--- src/rtl/lcd_ctrl.sv ---
// HD44780 character LCD controller, 8-bit write-only mode.
// Runs the power-on init sequence, then prints bytes from the decoder with automatic line wrapping.
module lcd_ctrl #(
    parameter int unsigned T_PWR = 1_080_000,
    parameter int unsigned T_EN  = 14,
    parameter int unsigned T_CMD = 1100,
    parameter int unsigned T_CLR = 44_000
) (
    input  logic       clk,
    input  logic       sys_rst,
    input  logic       strt,
    input  logic [7:0] lcd_data,
    output logic       lcd_done,
    output logic       busy,
    output logic       lcd_rs,
    output logic       lcd_rw,
    output logic       lcd_e,
    output logic [7:0] lcd_db
);

    localparam int unsigned T_MAX_A = (T_PWR > T_CLR) ? T_PWR : T_CLR;
    localparam int unsigned T_MAX_B = (T_CMD > T_EN) ? T_CMD : T_EN;
    localparam int unsigned T_MAX   = (T_MAX_A > T_MAX_B) ? T_MAX_A : T_MAX_B;
    localparam int          CW      = (T_MAX > 1) ? $clog2(T_MAX) : 1;

    localparam logic [CW-1:0] PWR_LAST = CW'(T_PWR - 1);
    localparam logic [CW-1:0] EN_LAST  = CW'(T_EN - 1);
    localparam logic [CW-1:0] CMD_LAST = CW'(T_CMD - 1);
    localparam logic [CW-1:0] CLR_LAST = CW'(T_CLR - 1);

    typedef enum logic [2:0] {
        PWR_WAIT,
        INIT,
        IDLE,
        SETUP,
        EN_HI,
        WAIT,
        DONE
    } state_t;

    state_t        state_q, state_d;
    logic [CW-1:0] cnt_q, cnt_d;
    logic          line_q, line_d;
    logic [4:0]    col_q, col_d;
    logic [7:0]    byte_q, byte_d;
    logic          rs_q, rs_d;
    logic [7:0]    db_q, db_d;
    logic          e_q, e_d;
    logic          done_q, done_d;
    logic          busy_q, busy_d;
    logic          clr_q, clr_d;
    logic          data_pend_q, data_pend_d;
    logic          in_init_q, in_init_d;
    logic [1:0]    init_idx_q, init_idx_d;

    logic [7:0]    addr_cmd;
    logic [CW-1:0] wait_last;

    function automatic logic [7:0] init_cmd(input logic [1:0] idx);
        case (idx)
            2'd0:    init_cmd = 8'h38;
            2'd1:    init_cmd = 8'h0C;
            2'd2:    init_cmd = 8'h06;
            default: init_cmd = 8'h01;
        endcase
    endfunction

    // DDRAM address of the start of the other line
    assign addr_cmd  = line_q ? 8'h80 : 8'hC0;
    assign wait_last = clr_q ? CLR_LAST : CMD_LAST;

    always_comb begin
        state_d     = state_q;
        cnt_d       = cnt_q;
        line_d      = line_q;
        col_d       = col_q;
        byte_d      = byte_q;
        rs_d        = rs_q;
        db_d        = db_q;
        clr_d       = clr_q;
        data_pend_d = data_pend_q;
        in_init_d   = in_init_q;
        init_idx_d  = init_idx_q;

        case (state_q)
            PWR_WAIT: begin
                if (cnt_q == PWR_LAST) begin
                    state_d = INIT;
                    cnt_d   = '0;
                end else begin
                    cnt_d = cnt_q + 1'b1;
                end
            end
            INIT: begin
                rs_d    = 1'b0;
                db_d    = init_cmd(init_idx_q);
                clr_d   = (init_idx_q == 2'd3);
                state_d = SETUP;
            end
            IDLE: begin
                if (strt) begin
                    byte_d      = lcd_data;
                    state_d     = SETUP;
                    data_pend_d = 1'b0;
                    clr_d       = 1'b0;
                    rs_d        = 1'b0;
                    if (lcd_data == 8'h0A) begin
                        db_d   = addr_cmd;
                        line_d = ~line_q;
                        col_d  = 5'd0;
                    end else if (lcd_data == 8'h0C) begin
                        db_d   = 8'h01;
                        clr_d  = 1'b1;
                        line_d = 1'b0;
                        col_d  = 5'd0;
                    end else if (col_q == 5'd16) begin
                        // Wrap: address command first, the character follows after its wait
                        db_d        = addr_cmd;
                        line_d      = ~line_q;
                        col_d       = 5'd1;
                        data_pend_d = 1'b1;
                    end else begin
                        rs_d  = 1'b1;
                        db_d  = lcd_data;
                        col_d = col_q + 5'd1;
                    end
                end
            end
            SETUP: begin
                state_d = EN_HI;
                cnt_d   = '0;
            end
            EN_HI: begin
                if (cnt_q == EN_LAST) begin
                    state_d = WAIT;
                    cnt_d   = '0;
                end else begin
                    cnt_d = cnt_q + 1'b1;
                end
            end
            WAIT: begin
                if (cnt_q == wait_last) begin
                    cnt_d = '0;
                    if (in_init_q) begin
                        if (init_idx_q == 2'd3) begin
                            in_init_d = 1'b0;
                            state_d   = IDLE;
                            line_d    = 1'b0;
                            col_d     = 5'd0;
                        end else begin
                            init_idx_d = init_idx_q + 2'd1;
                            state_d    = INIT;
                        end
                    end else if (data_pend_q) begin
                        data_pend_d = 1'b0;
                        rs_d        = 1'b1;
                        db_d        = byte_q;
                        clr_d       = 1'b0;
                        state_d     = SETUP;
                    end else begin
                        state_d = DONE;
                    end
                end else begin
                    cnt_d = cnt_q + 1'b1;
                end
            end
            DONE: begin
                state_d = IDLE;
            end
            default: begin
                state_d = PWR_WAIT;
            end
        endcase
    end

    // Outputs are decoded from the next state so they line up with state_q without glitches
    always_comb begin
        e_d    = (state_d == EN_HI);
        done_d = (state_d == DONE);
        busy_d = (state_d != IDLE);
    end

    always_ff @(posedge clk or negedge sys_rst) begin
        if (!sys_rst) begin
            state_q     <= PWR_WAIT;
            cnt_q       <= '0;
            line_q      <= 1'b0;
            col_q       <= 5'd0;
            byte_q      <= 8'h00;
            rs_q        <= 1'b0;
            db_q        <= 8'h00;
            e_q         <= 1'b0;
            done_q      <= 1'b0;
            busy_q      <= 1'b1;
            clr_q       <= 1'b0;
            data_pend_q <= 1'b0;
            in_init_q   <= 1'b1;
            init_idx_q  <= 2'd0;
        end else begin
            state_q     <= state_d;
            cnt_q       <= cnt_d;
            line_q      <= line_d;
            col_q       <= col_d;
            byte_q      <= byte_d;
            rs_q        <= rs_d;
            db_q        <= db_d;
            e_q         <= e_d;
            done_q      <= done_d;
            busy_q      <= busy_d;
            clr_q       <= clr_d;
            data_pend_q <= data_pend_d;
            in_init_q   <= in_init_d;
            init_idx_q  <= init_idx_d;
        end
    end

    assign lcd_done = done_q;
    assign busy     = busy_q;
    assign lcd_rs   = rs_q;
    assign lcd_rw   = 1'b0;
    assign lcd_e    = e_q;
    assign lcd_db   = db_q;

endmodule

--- config.mk ---
export PLATFORM = sky130hd
export DESIGN_NAME = lcd_ctrl
export DESIGN_NICKNAME = d
export VERILOG_FILES = /design/src/rtl/lcd_ctrl.sv
export SDC_FILE = /design/constraint.sdc
export NUM_CORES = 1
export LEC_CHECK = 0
export ABC_AREA = 1
export ABC_CLOCK_PERIOD_IN_PS = 3800
export BUFFER_PORTS_ARGS = -buffer_cell sky130_fd_sc_hd__buf_2
export CAP_MARGIN = 10
export CORE_ASPECT_RATIO = 1.4
export CORE_MARGIN = 10
export CORE_UTILIZATION = 45
export DETAILED_ROUTE_END_ITERATION = 10
export SYNTH_ARGS = -nofsm -noshare
export SYNTH_HDL_FRONTEND = slang
export SYNTH_SLANG_ARGS = --single-unit
--- constraint.sdc ---
create_clock -name clk -period 3.8 [get_ports clk]
set_input_delay 0.76 -clock clk [delete_from_list [all_inputs] [get_ports clk]]
set_output_delay 0.76 -clock clk [all_outputs]
set_load 0.05 [all_outputs]
==> key figures <==
Global route
  – Initial antenna violation count: 0
  – Largest net degree at the start of global routing: 31
  – Remaining global-route overflow: 0
  – All-layer global routing usage: 16.38%
  – First-pass GRT wire length: 16000 um
  – Vias in the first global route: 3334

Placement
  – DP Wirelength: 7608 um
  – Placed cells: 630
  – GPL Wtd Cong: 0.9274
  – Dpl cell area: 0.003795 mm2
  – Port bufs: 22

Final layout
  – Filler cells: 843
  – Final Cell Area: 0.003913 mm2
  – Nets: 556
  – Reg area: 0.001379 mm2
  – Fin cells: 638
  – Multi-input gate area: 0.001952 mm2
  – ANT cells: 0
  – Share of layout cells above drive strength 1: 10.97%
  – Syn-to-layout area delta: 6.723%

Clocking
  – Sink Count: 55
  – CTS resizes: 0
  – CTS Buf Count: 5
  – Root Driver: clkbuf_8
  – CTS tree: built
  – Worst-path clk slew: 100 ps
  – CTS max path bufs: 2
  – CTS H-Tree Depth: 2
  – Clk Latency, worst-skew pair: 320 ps
  – Post-CTS setup repair buffer count: 0
  – Post-CTS Hold Fix Bufs: 0

Critical path
  – Worst-path fanout max: 27
  – Critical Path AT: 2590 ps
  – Critical path class: reg2reg
  – Worst path cell trace: inv_2 -> nand2_1 -> nor2_2 -> nor2_4 -> nand2_2 -> nand3b_1 -> nor2_1 -> nand2_1 -> nand2_1 -> nor2_1
  – Most used cell, CP: nand2_1
  – WP buf/inv: 1
  – Critical Path Start Type: flip-flop
  – Critical Path Sink Type: flip-flop
  – CP required: 4010 ps
  – Delay-heaviest family, CP: simple AND/OR/NAND/NOR gates
  – Max incr delay on CP: 510 ps
  – Slowest library cell on the worst path: nor2_2

Synthesis
  – Seq/Total Area, Yosys: 37.61%
  – Largest family of logic cells by synthesized area: simple AND/OR/NAND/NOR gates
  – Top-area cell type share of the netlist area: 36.18%
  – Synth area leader: dfrtp_1
  – Post-Syn Area: 0.003666 mm2
  – Syn Nets: 544
  – Mean area per synthesized cell: 6.983 um2
  – Top_reg_cell synth: dfrtp_1
  – Post-Synth XOR/XNOR Area: 3.345%
  – Post-synth top cells: 158 x nand2_1, 56 x nor2_1, 54 x inv_1, 53 x dfrtp_1, 36 x nand3_1
  – Post-synthesis compound-gate area fraction: 10.14%
  – Cell with the most instances after synthesis: nand2_1
  – Simple-Gate Fraction of Synth Area: 36.93%
  – Number of synthesized register bits: 55
  – Yosys cell types: 38
  – Synth area leaders: dfrtp_1 36%, nand2_1 16%, nor2_1 5.7%, inv_1 5.5%, nand3_1 4.9%
  – Fraction of registers with async set/reset: 100.0%
  – Syn. warnings: 0
  – Adder and majority cell fraction of the synthesized area: 2.730%
  – Post-synth EDFFs: 0
  – Mapped Cells: 525
  – Multiplexer share of the synthesized area: 0%

Timing
  – Slew @ Worst Pin: 649.5 ps
  – Slew Limit Fails: 0
  – Fin crit share: 62.55%
  – WHS: 434.8 ps
  – RSZ-0062 raised after global routing: false
  – Final setup violation count: 0
  – Slew headroom: 56.65%
  – Skew final: 7.924 ps
  – Setup TNS: 0 ps
  – Max Clock Freq: 420.7 MHz
  – Final Hold Viols: 0
  – Min cycle time layout: 2377 ps

Run
  – Max cap viols: 0

Route
  – DRT iter0 DRCs: 113
  – # DRC: 0
  – DR vias: 3385
  – Drt first pass iters: 7
  – Final WL: 9701 um
  – WL/cell: 15.21 um
  – Antenna violation net count after detailed routing: 0
  – Vias per cell: 5.306

Power
  – Leak Pwr: 1.924 nW
  – Worst IR Drop VDD: 0.2757 mV
  – Total power: 1.043 mW
  – Power Dens Cells: 266.5 mW/mm2

Floorplanning
  – Chip width: 96.28 um
  – Total die area: 0.01221 mm2
  – I/O Pins: 24
  – Row count: 38
  – Core area: 0.007845 mm2
  – Initial Util: 46.73%
  – Die Y: 126.8 um

Hold path
  – Hold/Removal Path Class: in2async

Outcome
  – Status: finished, final reports clean
## worst paths after layout
path                             from        end  cells past startpoint  slack [ps]
min                           sys_rst  cnt_q[12]                      1         430
min reg2reg                 lcd_db[0]  lcd_db[0]                      2         480
max reg2reg                state_q[1]  cnt_q[13]                     10        1420
min in group clk            lcd_db[0]  lcd_db[0]                      2         480
max                        state_q[1]  cnt_q[13]                     10        1420
max in group asynchronous     sys_rst  in_init_q                      2        2490
## power breakdown
part	leakage (nW)	switching, mW	internal [mW]
Sequential	0.696	0.00226	0.590
Combinational	1.17	0.0268	0.0108
Clock	0.0612	0.199	0.214
## sequential cells by signal, indices dropped and copies added (netlist names)
name	count
busy	1
in_init_q	1
cnt_q	21
line_q	1
col_q	5
init_idx_q	2
lcd_db	8
data_pend_q	1
lcd_rs	1
lcd_e	1
byte_q	8
lcd_done	1
state_q	3
clr_q	1
## kinds of logic (layout without fill, tap and decap cells)
family	Yosys count	in the layout
compound gates	68	68
xor+xnor	14	14
fa+ha+maj	8	8
buf+inv	77	90
flops	55	55
other cells	1	1
simple gates	302	302
## cells in the final DEF (no fill, tap or decap), drive strengths merged
cell type / Yosys / final
inv: 59 / 59
and2: 2 / 2
ha: 8 / 8
clkbuf: 4 / 6
dfstp: 2 / 2
nand3b: 1 / 1
a21o: 1 / 1
conb: 1 / 1
o21ai: 33 / 33
nor3: 14 / 14
or2: 1 / 1
o211ai: 4 / 4
o2111ai: 1 / 1
nor3b: 1 / 1
nand3: 39 / 39
nand2: 164 / 164
nand4: 15 / 15
o221ai: 1 / 1
xor2: 14 / 14
buf: 14 / 23
nor2: 65 / 65
a21oi: 21 / 21
bufinv: 0 / 1
dfrtp: 53 / 53
o22ai: 5 / 5
o21bai: 2 / 2
clkinv: 0 / 1
## area by class of cell
type | count | area share (%)
Timing Repair Buffer | 23 | 3.006
Tap cell | 100 | 3.198
Multi-Input combinational cell | 393 | 49.89
Clock inverter | 2 | 0.8954
Clock buffer | 6 | 2.111
Inverter | 59 | 5.660
Sequential cell | 55 | 35.24
## layer usage
metal  track usage (%)  routed length (um)  vias up
met4             7.746                 306        0
met3             2.538                 256       25
met1             17.68                3920     1578
li1                  -                   -     1713
met5                 0                   0        -
met2             29.65                5218       69
## per-stage QoR
step,setup slack (ps),util (%)
5_1_grt,1142,49.87
3_5_place_dp,1446,48.37
3_3_place_gp,1547,48.37
2_1_floorplan,2061,-
4_1_cts,1422,49.87
6_report,1423,49.87
(Power assumes the default switching activity.)
